<file path="config.mk">
export PLATFORM = sky130hd
export DESIGN_NAME = cv32e40s_alert_escalator
export DESIGN_NICKNAME = d
export VERILOG_FILES = /design/src/rtl/cv32e40s_alert_escalator.sv
export SDC_FILE = /design/constraint.sdc
export NUM_CORES = 1
export LEC_CHECK = 0
export BUFFER_PORTS_ARGS = -buffer_cell sky130_fd_sc_hd__buf_4
export CELL_PAD_IN_SITES_DETAIL_PLACEMENT = 2
export CELL_PAD_IN_SITES_GLOBAL_PLACEMENT = 2
export CORE_MARGIN = 2
export CORE_UTILIZATION = 34
export CTS_CLUSTER_DIAMETER = 150
export DETAILED_ROUTE_END_ITERATION = 12
export GPL_ROUTABILITY_DRIVEN = 0
export PLACE_DENSITY_LB_ADDON = 0.1
export SLEW_MARGIN = 20
export SYNTH_ARGS = -nofsm -noshare
export SYNTH_HDL_FRONTEND = slang
export SYNTH_SLANG_ARGS = --single-unit
</file>
<file path="constraint.sdc">
create_clock -name clk -period 2.9 [get_ports clk]
set_input_delay 0.58 -clock clk [delete_from_list [all_inputs] [get_ports clk]]
set_output_delay 0.58 -clock clk [all_outputs]
set_load 0.05 [all_outputs]
</file>
<file path="src/rtl/cv32e40s_alert_escalator.sv">
`default_nettype none
// ============================================================================
//  Module   : cv32e40s_alert_escalator
//  Purpose  : Combines minor/major security alerts, keeps sticky major causes
//             and escalates bursts of minor events through a leaky counter.
//  Revision : 1.0 - initial release
// ============================================================================
module cv32e40s_alert_escalator #(
  parameter  int unsigned N_MINOR     = 4,
  parameter  int unsigned N_MAJOR     = 8,
  parameter  int unsigned ESC_THRESH  = 8,
  parameter  int unsigned LEAK_PERIOD = 256,
  localparam int unsigned CNT_W       = $clog2(ESC_THRESH + 1)
) (
  input  logic               clk,
  input  logic               rst_n,
  input  logic [N_MINOR-1:0] minor_src_i,
  input  logic [N_MAJOR-1:0] major_src_i,
  input  logic [N_MINOR-1:0] minor_en_i,
  input  logic               clr_i,
  output logic               alert_minor_o,
  output logic               alert_major_o,
  output logic [CNT_W-1:0]   minor_cnt_o,
  output logic [N_MAJOR:0]   major_cause_o,
  output logic               escalated_o
);

  localparam int unsigned     LEAK_W    = $clog2(LEAK_PERIOD);
  localparam logic [CNT_W-1:0]  CNT_ONE   = CNT_W'(1);
  localparam logic [CNT_W-1:0]  CNT_MAX   = CNT_W'(ESC_THRESH);
  localparam logic [LEAK_W-1:0] LEAK_ONE  = LEAK_W'(1);
  localparam logic [LEAK_W-1:0] LEAK_LAST = LEAK_W'(LEAK_PERIOD - 1);

  typedef enum logic [1:0] {
    IDLE      = 2'd0,
    COUNTING  = 2'd1,
    ESCALATED = 2'd2
  } state_e;

  state_e              state_q, state_d, state_base;
  logic [CNT_W-1:0]    cnt_q, cnt_d, cnt_base;
  logic [LEAK_W-1:0]   leak_q, leak_d, leak_base;
  logic [N_MAJOR:0]    cause_q, cause_d;
  logic                alert_minor_q, alert_major_q;
  logic                minor_ev, major_ev, esc_fire;

  assign minor_ev = |(minor_src_i & minor_en_i);
  assign major_ev = |major_src_i;

  // Next-state logic: clear is applied first, then the current cycle's event
  // is evaluated against the cleared state so a same-cycle event is not lost.
  always_comb begin
    state_base = clr_i ? IDLE : state_q;
    cnt_base   = clr_i ? '0   : cnt_q;
    leak_base  = clr_i ? '0   : leak_q;
    state_d    = state_base;
    cnt_d      = cnt_base;
    leak_d     = '0;
    esc_fire   = 1'b0;

    case (state_base)
      IDLE: begin
        if (minor_ev) begin
          cnt_d = CNT_ONE;
          if (ESC_THRESH == 1) begin
            state_d  = ESCALATED;
            esc_fire = 1'b1;
          end else begin
            state_d  = COUNTING;
          end
        end
      end
      COUNTING: begin
        if (minor_ev) begin
          // At most one increment per cycle regardless of how many sources fire.
          if (cnt_base == (CNT_MAX - CNT_ONE)) begin
            state_d  = ESCALATED;
            esc_fire = 1'b1;
            cnt_d    = CNT_MAX;
          end else begin
            cnt_d    = cnt_base + CNT_ONE;
          end
        end else if (leak_base == LEAK_LAST) begin
          // Leak one event; timer restarts from zero (leak_d default).
          cnt_d = cnt_base - CNT_ONE;
          if (cnt_base == CNT_ONE) begin
            state_d = IDLE;
          end
        end else begin
          leak_d = leak_base + LEAK_ONE;
        end
      end
      ESCALATED: begin
        // Sticky until clear or reset; no counting and no leaking.
      end
      default: begin
        state_d = IDLE;
        cnt_d   = '0;
      end
    endcase

    cause_d = (clr_i ? '0 : cause_q) | {esc_fire, major_src_i};
  end

  // State, counter, leak timer, sticky causes and registered alerts.
  always_ff @(posedge clk or negedge rst_n) begin
    if (!rst_n) begin
      state_q       <= IDLE;
      cnt_q         <= '0;
      leak_q        <= '0;
      cause_q       <= '0;
      alert_minor_q <= 1'b0;
      alert_major_q <= 1'b0;
    end else begin
      state_q       <= state_d;
      cnt_q         <= cnt_d;
      leak_q        <= leak_d;
      cause_q       <= cause_d;
      alert_minor_q <= minor_ev;
      alert_major_q <= major_ev | esc_fire;
    end
  end

  assign alert_minor_o = alert_minor_q;
  assign alert_major_o = alert_major_q;
  assign minor_cnt_o   = cnt_q;
  assign major_cause_o = cause_q;
  assign escalated_o   = (state_q == ESCALATED);

endmodule
`default_nettype wire
</file>
== Word-level counts from Yosys, hierarchy flattened ==
Index checks and enable logic that the tools add are counted.
Operators by class
  add/subtract/negate cells: 3
  equality and inequality tests: 6
  multiplexer cells: 21
  bitwise operators: 3
  reduce and logical (&&, ||, !) cells: 3
Operators by type and width (count)
  $mux W8: 4
  $mux W4: 5
  $mux W2: 6
  $pmux W4 S3: 1
  $mux W9: 1
  $or A9 B9 Y9: 1
  $add A8 B1 Y8 const B: 1
  $eq A8 B8 Y1 const B: 1
  $reduce_or A8 Y1: 1
  $pmux W2 S3: 1
  $add A4 B1 Y4 const B: 1
  $and A4 B4 Y4: 1
  $eq A2 B2 Y1 const B: 2
  $eq A4 B1 Y1 const B: 1
  $eq A4 B3 Y1 const B: 1
  $reduce_or A4 Y1: 1
  $sub A4 B1 Y4 const B: 1
  $mux W1: 3
  $eq A2 B1 Y1 const B: 1
  $logic_not A2 Y1: 1
  $or A1 B1 Y1: 1
Word-level totals
  flip-flop bits (word level): 25
  bits of input ports: 19
  output and inout port bits: 16
  word-level logic and storage cells: 42

== Logic depth before layout (Yosys ltp) ==
Gate-level depths: netlist of the first run.
  depth in word-level cells: 6
  gate-level depth with buffers: 9
  mapped depth without buffers: 8

== Least setup slack after synthesis of the first run ==
OpenSTA, ideal clock, no wires.
  kind: input to register
  start: input port clr_i
  end: register cnt_q[2] (netlist: minor_cnt_o[2])
  library setup time: 0.080 ns
  arrival: 1.932 ns
  data required time: 2.820 ns
  path slack: 0.888 ns
  stages on the path: 8
  buffers on the path: 1
  path through: buf_2 nor2b_1 ha_1 nand4b_1 nor2_4 nand3_2 a211o_1 o211ai_2
Between the ends
  cells in the longest elaborated chain, start to end: 5
  elaborated cells on any way between the ends: 15
Ends and longest elaborated chain
  start: declaration: RTL line 20  | input logic clr_i,
  $mux W4 / $mux W8 (equally long branches): RTL line 54, 55
  $sub A4 B1 Y4 (tied with other cells): RTL line 85  | cnt_d = cnt_base - CNT_ONE;
  $mux W4 (on tied branches): RTL line 83, 76
  $mux W4: RTL line 74  | if (minor_ev) begin
  $pmux W4 S3 (*): RTL line 61  | case (state_base)
  named net cnt_d[2]: RTL line 41  | logic [CNT_W-1:0] cnt_q, cnt_d, cnt_base;
  end signal: assignment: RTL line 116  | cnt_q <= cnt_d;
  end: declaration: RTL line 41
Mark *: on every way through the listed nets, which the timed path passes. The rest lies on a longest branch.

== Final worst setup path of the first run ==
  start: input port clr_i
  end: register state_q[0]
Between the ends
  cells in the longest elaborated chain, start to end: 6
  elaborated cells on any way between the ends: 15
Ends and longest elaborated chain
  $mux W4: RTL line 54  | cnt_base = clr_i ? '0 : cnt_q;
  $eq A4 B1 Y1: RTL line 86  | if (cnt_base == CNT_ONE) begin
  $mux W2: RTL line 86
  $mux W2: RTL line 83  | end else if (leak_base == LEAK_LAST) begin
  $mux W2: RTL line 74
  $pmux W2 S3 (*): RTL line 61
  named net state_d[0]: RTL line 40  | state_e state_q, state_d, state_base;
  end signal: assignment: RTL line 115  | state_q <= state_d;
  end: declaration: RTL line 40
Marked as above.

==> results.sh, run 1 <==
export IMPL_power_density_mw_per_mm2=462.1
export IMPL_whs_ps=200.3
export IMPL_insertedDiodeCount=0
export IMPL_io_buffers=34
export IMPL_synth_distinct_cells=41
export IMPL_final_cells=207
export IMPL_power_internal_w=0.0005199
export IMPL_grt_total_usage=0.1836
export IMPL_hold_viol=0
export IMPL_drc=0
export IMPL_end_kind="register"
export IMPL_cts_hold_buf=0
export IMPL_path_class="input port to register"
export IMPL_num_rows=22
export IMPL_p_leak_nw=0.7458
export IMPL_synth_nets=147
export IMPL_synthTopCellsByArea="dfrtp_1 (48%), a21o_1 (4.7%), ha_1 (3.9%)"
export IMPL_cts_buffers_inserted=3
export IMPL_stdcell_area_mm2=0.001635
export IMPL_nFillCells=389
export IMPL_cts_max_level=1
export IMPL_timing_final_crit_share=0.7061
export IMPL_yosys_warnings=0
export IMPL_critPathMaxStageDelay_ps=550
export IMPL_clkLatencyLatePin_ps=270
export IMPL_ys_async_sr_fraction=1.000
export IMPL_max_slew_worst_pin_slew_ps=643.3
export IMPL_fmax_ghz=0.4883
export IMPL_netlist_area_mm2=0.001290
export IMPL_io_pin_count=35
export IMPL_vias_per_cell=5.391
export IMPL_synth_cells=124
export IMPL_timing_setup_tns_ps=0
export IMPL_antenna_found_initial=0
export IMPL_core_area_mm2=0.003661
export IMPL_ys_seq_area_frac=0.4850
export IMPL_p_seq_frac=0.505
export IMPL_die_w_um=65.60
export IMPL_layout_drive_gt1_share=0.2767
export IMPL_drv_slew=0
export IMPL_root_buffer="clkbuf_8"
export IMPL_clk_pin_slew_ps=90
export IMPL_fin_skew_ps=6.162
export IMPL_slew_limit_headroom=0.5702
export IMPL_drv_cap=0
export IMPL_grt_max_degree=26
export IMPL_area_growth_pct=26.77
export IMPL_crit_start="clr_i"
export IMPL_synth_ff_type="dfrtp_1"
export IMPL_cp_arrival_ps=2160
export IMPL_setup_viol=0
export IMPL_fin_crit_ps=2048
export IMPL_dr_total_vias=1116
export IMPL_crit_chain="buf_4 > inv_1 > nand2_1 > inv_1 > ha_1 > nor3b_1 > a21oi_1 > nor3_1 > a21oi_1"
export IMPL_hold_path_class="input port to asynchronous set/reset pin"
export IMPL_rsz0062_at_grt="no"
export IMPL_grt_first_pass_wirelength_um=6051
export IMPL_cts_setup_buffers=0
export IMPL_crit_fanout=12
export IMPL_antenna_left=0
export IMPL_pwr_share_clk=0.274
export IMPL_ys_seq_elements=25
export IMPL_die_area_mm2=0.004303
export IMPL_hpwl_um=2732
export IMPL_combPwrFrac=0.221
export IMPL_start_kind="input port"
export IMPL_synth_edf_count=0
export IMPL_worstPathRequired_ps=3020
export IMPL_placed_cell_area_mm2=0.001589
export IMPL_avgSynthCellArea_um2=10.40
export IMPL_wirelength_um=3560
export IMPL_first_global_vias=1194
export IMPL_synth_top_cell_area_share=0.4850
export IMPL_globalRouteOverflowTotal=0
export IMPL_cts_tree="yes"
export IMPL_status="finished, final reports clean"
export IMPL_vdd_drop_max_uv=225.8
export IMPL_final_nets=183
export IMPL_power_total_w=0.0007556
export IMPL_yosysTopAreaCell="dfrtp_1"
export IMPL_clock_path_buffers=2
export IMPL_p_switching_w=0.0002357
export IMPL_initialDrtViolationCount=52
export IMPL_first_pass_iters=4
export IMPL_avgRoutedWirePerCell_um=17.20
export IMPL_die_height_um=65.60
export IMPL_switching_share=0.3120
export IMPL_reg2reg_from="leak_q[0]"
export IMPL_start_util=0.3524
export IMPL_place_inst=203
export IMPL_crit_slowest_cell="nor3b_1"
export IMPL_cts_resized=0
export IMPL_clkSinkCount=25
[layer usage]
layer  track usage  routed length (um)
met1        0.2481                1586
met2        0.3061                1847
met3       0.01712                  76
met4       0.06510                  48
met5             0                   0
[sequential cells by signal, summed over array words and instances, names as in the netlist]
| signal | cells |
|---|---|
| major_cause_o | 9 |
| minor_cnt_o | 4 |
| leak_q | 8 |
| alert_major_o | 1 |
| alert_minor_o | 1 |
| state_q | 2 |
[metrics by stage]
step | util | setup WS, ps
finish | 0.4467 | 852.3
global route | 0.4467 | 634.2
floorplan | - | 887.7
global placement | 0.4340 | 583.8
CTS | 0.4467 | 837.9
detailed placement | 0.4340 | 566.4
[cell usage after synthesis, drive strengths merged, types with 2 or more instances]
cell type,n
ha,4
nand3,8
a21o,8
nand4,4
o21ai,3
nor2b,6
clkbuf,2
a21oi,5
xnor2,2
inv,5
xor2,3
nand2,10
nor4,3
nor3,4
dfrtp,25
a211o,2
a32oi,2
and3,2
buf,2
nand2b,2
nor2,6
[critical path, delay by kind of cell]
| family | cells | cell delay (ps) |
|---|---|---|
| buf+inv | 3 | 390 |
| fa+ha+maj | 1 | 170 |
| compound gates | 2 | 230 |
| simple gates | 3 | 800 |
[cells by family after synthesis]
kind of cell | count (synthesis) | share of synthesized area
AND/OR/NAND/NOR | 49 | 0.2085
AO/OA/AOI/OAI | 32 | 0.2008
flip-flops | 25 | 0.4850
buffers and inverters | 9 | 0.03297
XOR/XNOR | 5 | 0.03395
adder cells (fa/ha/maj) | 4 | 0.03880
[worst paths after layout]
kind	endpoint	slack, ps	cells past startpoint
min reg2reg	major_cause_o[3]	480	1
max	state_q[0]	850	9
min in group clk	major_cause_o[3]	480	1
max in group asynchronous	major_cause_o[5]	2450	1
max reg2reg	minor_cnt_o[2]	910	7
min	leak_q[3]	200	1
[power by group through the flow]
stage	clock [W]	sequential (W)	combinational, W
3_3_place_gp	0	0.000387	0.000165
6_report	0.000207	0.000382	0.000167
5_1_grt	0.000226	0.000384	0.000180
4_1_cts	0.000219	0.000381	0.000169
3_5_place_dp	0	0.000388	0.000169
2_1_floorplan	0	0.000432	0.0000530
[layout make-up]
type                    count  area [um2]  share of cell area
well taps                  48       60.06             0.03673
flip-flops and latches     25       625.6              0.3826
multi-input cells          90       621.8              0.3803
inverters                   5       18.77             0.01148
clock buffers               3       41.29             0.02525
clock inverters             1       5.005            0.003060
repair buffers             35       262.8              0.1607
[cells in the final DEF (no fill, tap or decap), types with 2 or more instances in the layout]
cell	n
and3_1	2
inv_1	4
nor3_1	4
a21oi_1	5
buf_4	35
a21o_1	8
a32oi_1	2
o21ai_0	3
xor2_1	3
dfrtp_1	25
nand3_1	7
nand2_1	10
xnor2_1	2
nand2b_1	2
a211o_1	2
ha_1	4
nor2_1	5
clkbuf_8	3
nor4_1	3
nor2b_1	6
nand4_1	4
Power figures use the tool's default switching activity.
==> run 2, diff against run 1 <==
Settings changed: ABC_AREA set to 1, CORE_UTILIZATION 34 to 27.
Clock period 2.9 ns to 1.7 ns, I/O delays scaled along.
==> run 2 against run 1 <==
Against the previous run: routed wire length increased by 34%; critical path type is now register to register; critical path depth up 3; largest cell class is now multi-input gates; first-iteration DRC count decreased by 50%; sequential share of layout area fell by 6.5 points; via count up 31%; final cell count up 52%.
==> results.sh, run 2 <==
export IMPL_hold_path_class="input port to register"
export IMPL_synthTopCellsByArea="dfrtp_1 (41%), nand2_1 (16%), inv_1 (6.5%)"
export IMPL_die_height_um=78.73
export IMPL_drc=0
export IMPL_initialDrtViolationCount=26
export IMPL_slew_limit_headroom=0.7631
export IMPL_dr_total_vias=1458
export IMPL_synth_cells=196
export IMPL_final_nets=267
export IMPL_layout_commonest_cell="nand2_1"
export IMPL_end_kind="register"
export IMPL_whs_ps=244.0
export IMPL_synthMostInstantiatedCell="nand2_1"
export IMPL_multi_input_area_um2=745.7
export IMPL_synth_top_cell_area_share=0.4149
export IMPL_clkLatencyLatePin_ps=280
export IMPL_wirelength_um=4759
export IMPL_clkSinkCount=25
export IMPL_p_leak_nw=1.002
export IMPL_clk_pin_slew_ps=90
export IMPL_hpwl_um=3874
export IMPL_worstPathRequired_ps=1880
export IMPL_rsz0062_at_grt="no"
export IMPL_antenna_left=0
export IMPL_timing_final_crit_share=0.8840
export IMPL_cts_buffers_inserted=3
export IMPL_path_class="register to register"
export IMPL_vias_per_cell=4.629
export IMPL_ys_seq_area_frac=0.4149
export IMPL_start_util=0.2772
export IMPL_num_rows=27
export IMPL_fin_crit_ps=1503
export IMPL_utilization=0.3623
export IMPL_setup_viol=0
export IMPL_ys_async_sr_fraction=1.000
export IMPL_drv_cap=0
export IMPL_first_pass_iters=5
export IMPL_synth_common_cells="nand2_1 (65), inv_1 (26), dfrtp_1 (25)"
export IMPL_yosysTopAreaCell="dfrtp_1"
export IMPL_io_buffers=34
export IMPL_stdcell_area_mm2=0.001971
export IMPL_combPwrFrac=0.294
export IMPL_insertedDiodeCount=0
export IMPL_hold_viol=0
export IMPL_layout_drive_gt1_share=0.2922
export IMPL_vdd_drop_max_uv=323.0
export IMPL_cts_max_level=1
export IMPL_pwr_share_clk=0.261
export IMPL_avgSynthCellArea_um2=7.692
export IMPL_regArea_um2=625.6
export IMPL_max_slew_worst_pin_slew_ps=355.3
export IMPL_synth_edf_count=0
export IMPL_grt_total_usage=0.1692
export IMPL_status="finished, final reports clean"
export IMPL_power_density_mw_per_mm2=742.7
export IMPL_nFillCells=641
export IMPL_p_switching_w=0.0005158
export IMPL_netlist_area_mm2=0.001508
export IMPL_crit_fanout=4
export IMPL_globalRouteOverflowTotal=0
export IMPL_avgRoutedWirePerCell_um=15.11
export IMPL_drv_slew=0
export IMPL_cts_tree="yes"
export IMPL_die_area_mm2=0.006198
export IMPL_cp_arrival_ps=1680
export IMPL_largest_reg_flops=9
export IMPL_grt_max_degree=26
export IMPL_switching_share=0.3524
export IMPL_fin_skew_ps=3.911
export IMPL_fmax_ghz=0.6654
export IMPL_power_total_w=0.001464
export IMPL_root_buffer="clkbuf_8"
export IMPL_first_global_vias=1648
export IMPL_core_area_mm2=0.005439
export IMPL_clock_path_buffers=2
export IMPL_ys_seq_elements=25
export IMPL_synth_ff_type="dfrtp_1"
export IMPL_placed_cell_area_mm2=0.001893
export IMPL_yosys_warnings=0
export IMPL_synth_nets=219
export IMPL_grt_first_pass_wirelength_um=8045
export IMPL_power_internal_w=0.0009478
export IMPL_area_growth_pct=30.71
export IMPL_synth_distinct_cells=29
export IMPL_start_kind="register"
export IMPL_io_pin_count=35
export IMPL_most_common_layout_cells="nand2_1 (65), buf_4 (45), inv_1 (26)"
export IMPL_die_w_um=78.73
export IMPL_p_seq_frac=0.445
export IMPL_antenna_found_initial=0
[run 2: cells by family (layout without fill, tap and decap cells)]
kind of cell	after synthesis	count (layout)	synth area share
simple gates	121	121	0.3967
buf+inv	32	79	0.09543
compound gates	10	10	0.03652
flops	25	25	0.4149
fa+ha+maj	4	4	0.03320
xor+xnor	4	4	0.02324
[run 2: cell type report]
type                    instances  share of cell area
flip-flops and latches         25              0.3175
well taps                      72             0.04571
clock buffers                   4             0.02286
multi-input cells             139              0.3784
repair buffers                 46              0.1765
inverters                      29             0.05905
[run 2: through the flow]
stage	instances	TNS [ps]	setup WS [ps]
final	315	0	197.1
after global routing	315	0	3.007
after CTS	313	0	98.50
after detailed placement	308	-73.33	-46.61
after global placement	308	0	78.14
after floorplan	196	0	37.44
[run 2: what timing repair did]
item | CTS | global route
buffers inserted | 0 | 2
hold buffers | 1 | 0
endpoints found under the setup margin | 0 | 4
resized for setup | 0 | 3
endpoints found under the hold margin | 25 | 0
[run 2: final timing paths]
path	startpoint	end	slack (ps)	cells past startpoint
min in group asynchronous	rst_n	leak_q[1]	510	2
max	leak_q[0]	minor_cnt_o[3]	200	12
min	major_src_i[1]	major_cause_o[1]	240	3
max reg2reg	leak_q[0]	minor_cnt_o[3]	200	12
max in group asynchronous	rst_n	leak_q[6]	930	2
min reg2reg	leak_q[0]	leak_q[0]	470	1
[run 2: power groups by stage]
stage | clock, W | sequential (W) | combinational (W)
floorplan | 0 | 0.000754 | 0.000154
global placement | 0 | 0.000665 | 0.000399
detailed placement | 0 | 0.000666 | 0.000415
CTS | 0.000400 | 0.000655 | 0.000418
global route | 0.000416 | 0.000655 | 0.000470
finish | 0.000382 | 0.000651 | 0.000430
[run 2: critical path: stages (launching register included)]
cell and delay (ps):
dfrtp_1 390, inv_1 80, nor2_4 90, ha_2 200, inv_1 70, nor2_4 150, nand2_1 110, inv_1 70
nand2_1 50, nand2_1 50, nand2_1 50, nand2_1 50, nand2_1 50
[run 2: layer usage]
layer,vias up,wire (um),GRT usage
met5,-,0,0
met3,7,176,0.02955
met2,31,2533,0.3205
met1,720,1968,0.1935
li1,700,-,-
met4,0,80,0.04737
==> run 3, diff against run 2 <==
Settings changed: ABC_AREA 1 to not set, CELL_PAD_IN_SITES_DETAIL_PLACEMENT 2 to 1, CELL_PAD_IN_SITES_GLOBAL_PLACEMENT 2 to 1, CORE_UTILIZATION 27 to 35.
==> run 3 against run 2 <==
Against the previous run: first-iteration DRC count up 65%; highest routed layer unchanged; largest power group unchanged; the run now ends with setup timing left; global-route usage increased by 1.4 points; die area decreased by 32%; sequential power is 1% lower; clock power decreased by 5.2%; register-to-register slack got worse by 240 ps.
==> results.sh, run 3 (synthesized netlist as in run 1, its figures left out) <==
export IMPL_status="finished with violations"
export IMPL_violations="setup timing"
export IMPL_rsz0062_at_grt="yes"
export IMPL_initialDrtViolationCount=43
export IMPL_clkSinkCount=25
export IMPL_drc=0
export IMPL_max_slew_worst_pin_slew_ps=326.2
export IMPL_layout_drive_gt1_share=0.4078
export IMPL_most_common_layout_cells="buf_4 (53), dfrtp_1 (23), nand2_1 (10)"
export IMPL_fin_skew_ps=3.617
export IMPL_power_density_mw_per_mm2=732.5
export IMPL_place_inst=220
export IMPL_final_nets=203
export IMPL_root_buffer="clkbuf_8"
export IMPL_grt_first_pass_wirelength_um=5851
export IMPL_first_global_vias=1264
export IMPL_placed_cell_area_mm2=0.001722
export IMPL_slew_limit_headroom=0.7825
export IMPL_wirelength_um=3588
export IMPL_grt_total_usage=0.1834
export IMPL_timing_setup_tns_ps=-44.70
export IMPL_dr_total_vias=1167
export IMPL_layout_commonest_cell="buf_4"
export IMPL_grt_max_degree=26
export IMPL_io_pin_count=35
export IMPL_fin_crit_ps=1738
export IMPL_antenna_left=0
export IMPL_largest_reg_flops=9
export IMPL_first_pass_iters=4
export IMPL_path_class="register to register"
export IMPL_power_total_w=0.001347
export IMPL_antenna_found_initial=0
export IMPL_avgRoutedWirePerCell_um=15.81
export IMPL_drv_cap=0
export IMPL_die_area_mm2=0.004187
export IMPL_area_growth_pct=42.58
export IMPL_clock_path_buffers=2
export IMPL_p_leak_nw=0.8456
export IMPL_finalWorstSetupSlack_ps=-37.91
export IMPL_core_area_mm2=0.003606
export IMPL_num_rows=22
export IMPL_stdcell_area_mm2=0.001839
export IMPL_setup_viol=2
export IMPL_drv_slew=0
export IMPL_crit_fanout=7
export IMPL_final_cells=227
export IMPL_cp_arrival_ps=1900
export IMPL_globalRouteOverflowTotal=0
export IMPL_hold_path_class="input port to register"
export IMPL_fmax_ghz=0.5754
export IMPL_cts_buffers_inserted=3
export IMPL_clkLatencyLatePin_ps=270
export IMPL_io_buffers=34
export IMPL_timing_final_crit_share=1.022
export IMPL_start_kind="register"
export IMPL_start_util=0.3577
export IMPL_cts_tree="yes"
export IMPL_vdd_drop_max_uv=301.8
export IMPL_insertedDiodeCount=0
export IMPL_cts_max_level=1
export IMPL_hold_viol=0
export IMPL_hpwl_um=2724
export IMPL_die_w_um=64.71
export IMPL_die_height_um=64.71
export IMPL_clk_pin_slew_ps=90
export IMPL_vias_per_cell=5.141
export IMPL_end_kind="register"
export IMPL_worstPathRequired_ps=1860
-- run 3: metrics by stage --
step | hold slack, ps | worst slack (ps) | utilization
finish | 253.1 | -37.91 | 0.5101
global route | 241.3 | -118.5 | 0.5101
CTS | 250.8 | 3.539 | 0.4944
detailed placement | 265.0 | -147.6 | 0.4774
global placement | 262.3 | -41.18 | 0.4774
floorplan | 44.41 | 9.217 | -
-- run 3: layer usage --
| metal | global-route usage | up-vias | wire (um) |
|---|---|---|---|
| li1 | - | 565 | - |
| met1 | 0.2011 | 575 | 1461 |
| met2 | 0.3621 | 23 | 2005 |
| met3 | 0.02083 | 4 | 78 |
| met4 | 0.05585 | 0 | 42 |
| met5 | 0 | - | 0 |
-- run 3: layout make-up --
type                    instances  area (um2)
repair buffers                 55       419.2
well taps                      48       60.06
inverters                       5       18.77
multi-input cells              90       666.9
flip-flops and latches         25       628.1
clock inverters                 1       5.005
clock buffers                   3       41.29
fillers                       419        1767
-- run 3: critical path, cell delays in order, from the launching register on --
cell and delay [ps]:
dfrtp_1 360, nor2b_2 140, ha_2 180, nand4b_1 180, nor2_4 270, buf_6 140, o31ai_2 50, a221o_1 290
-- run 3: what timing repair did --
action                                 in CTS  in global routing
hold buffers                                1                  0
buffers inserted                            0                  2
setup endpoints to repair                   1                  5
resized for setup                           1                  9
endpoints found under the hold margin      25                  0
pin swaps                                   0                  2
-- run 3: worst paths after layout --
check	startpoint	to	slack, ps	cells after the start
setup / recovery	leak_q[0]	minor_cnt_o[0]	-40	7
hold / removal	major_src_i[7]	major_cause_o[7]	250	2
setup reg to reg	leak_q[0]	minor_cnt_o[0]	-40	7
hold reg to reg	major_cause_o[7]	major_cause_o[7]	480	1
max in group asynchronous	rst_n	minor_cnt_o[0]	930	2
min in group asynchronous	rst_n	leak_q[6]	500	2
-- run 3: where the power goes --
group          internal [W]  switching, W  total (W)
combinational      0.000140      0.000203   0.000343
clock              0.000164      0.000198   0.000362
sequential         0.000622     0.0000202   0.000642
total              0.000926      0.000421    0.00135
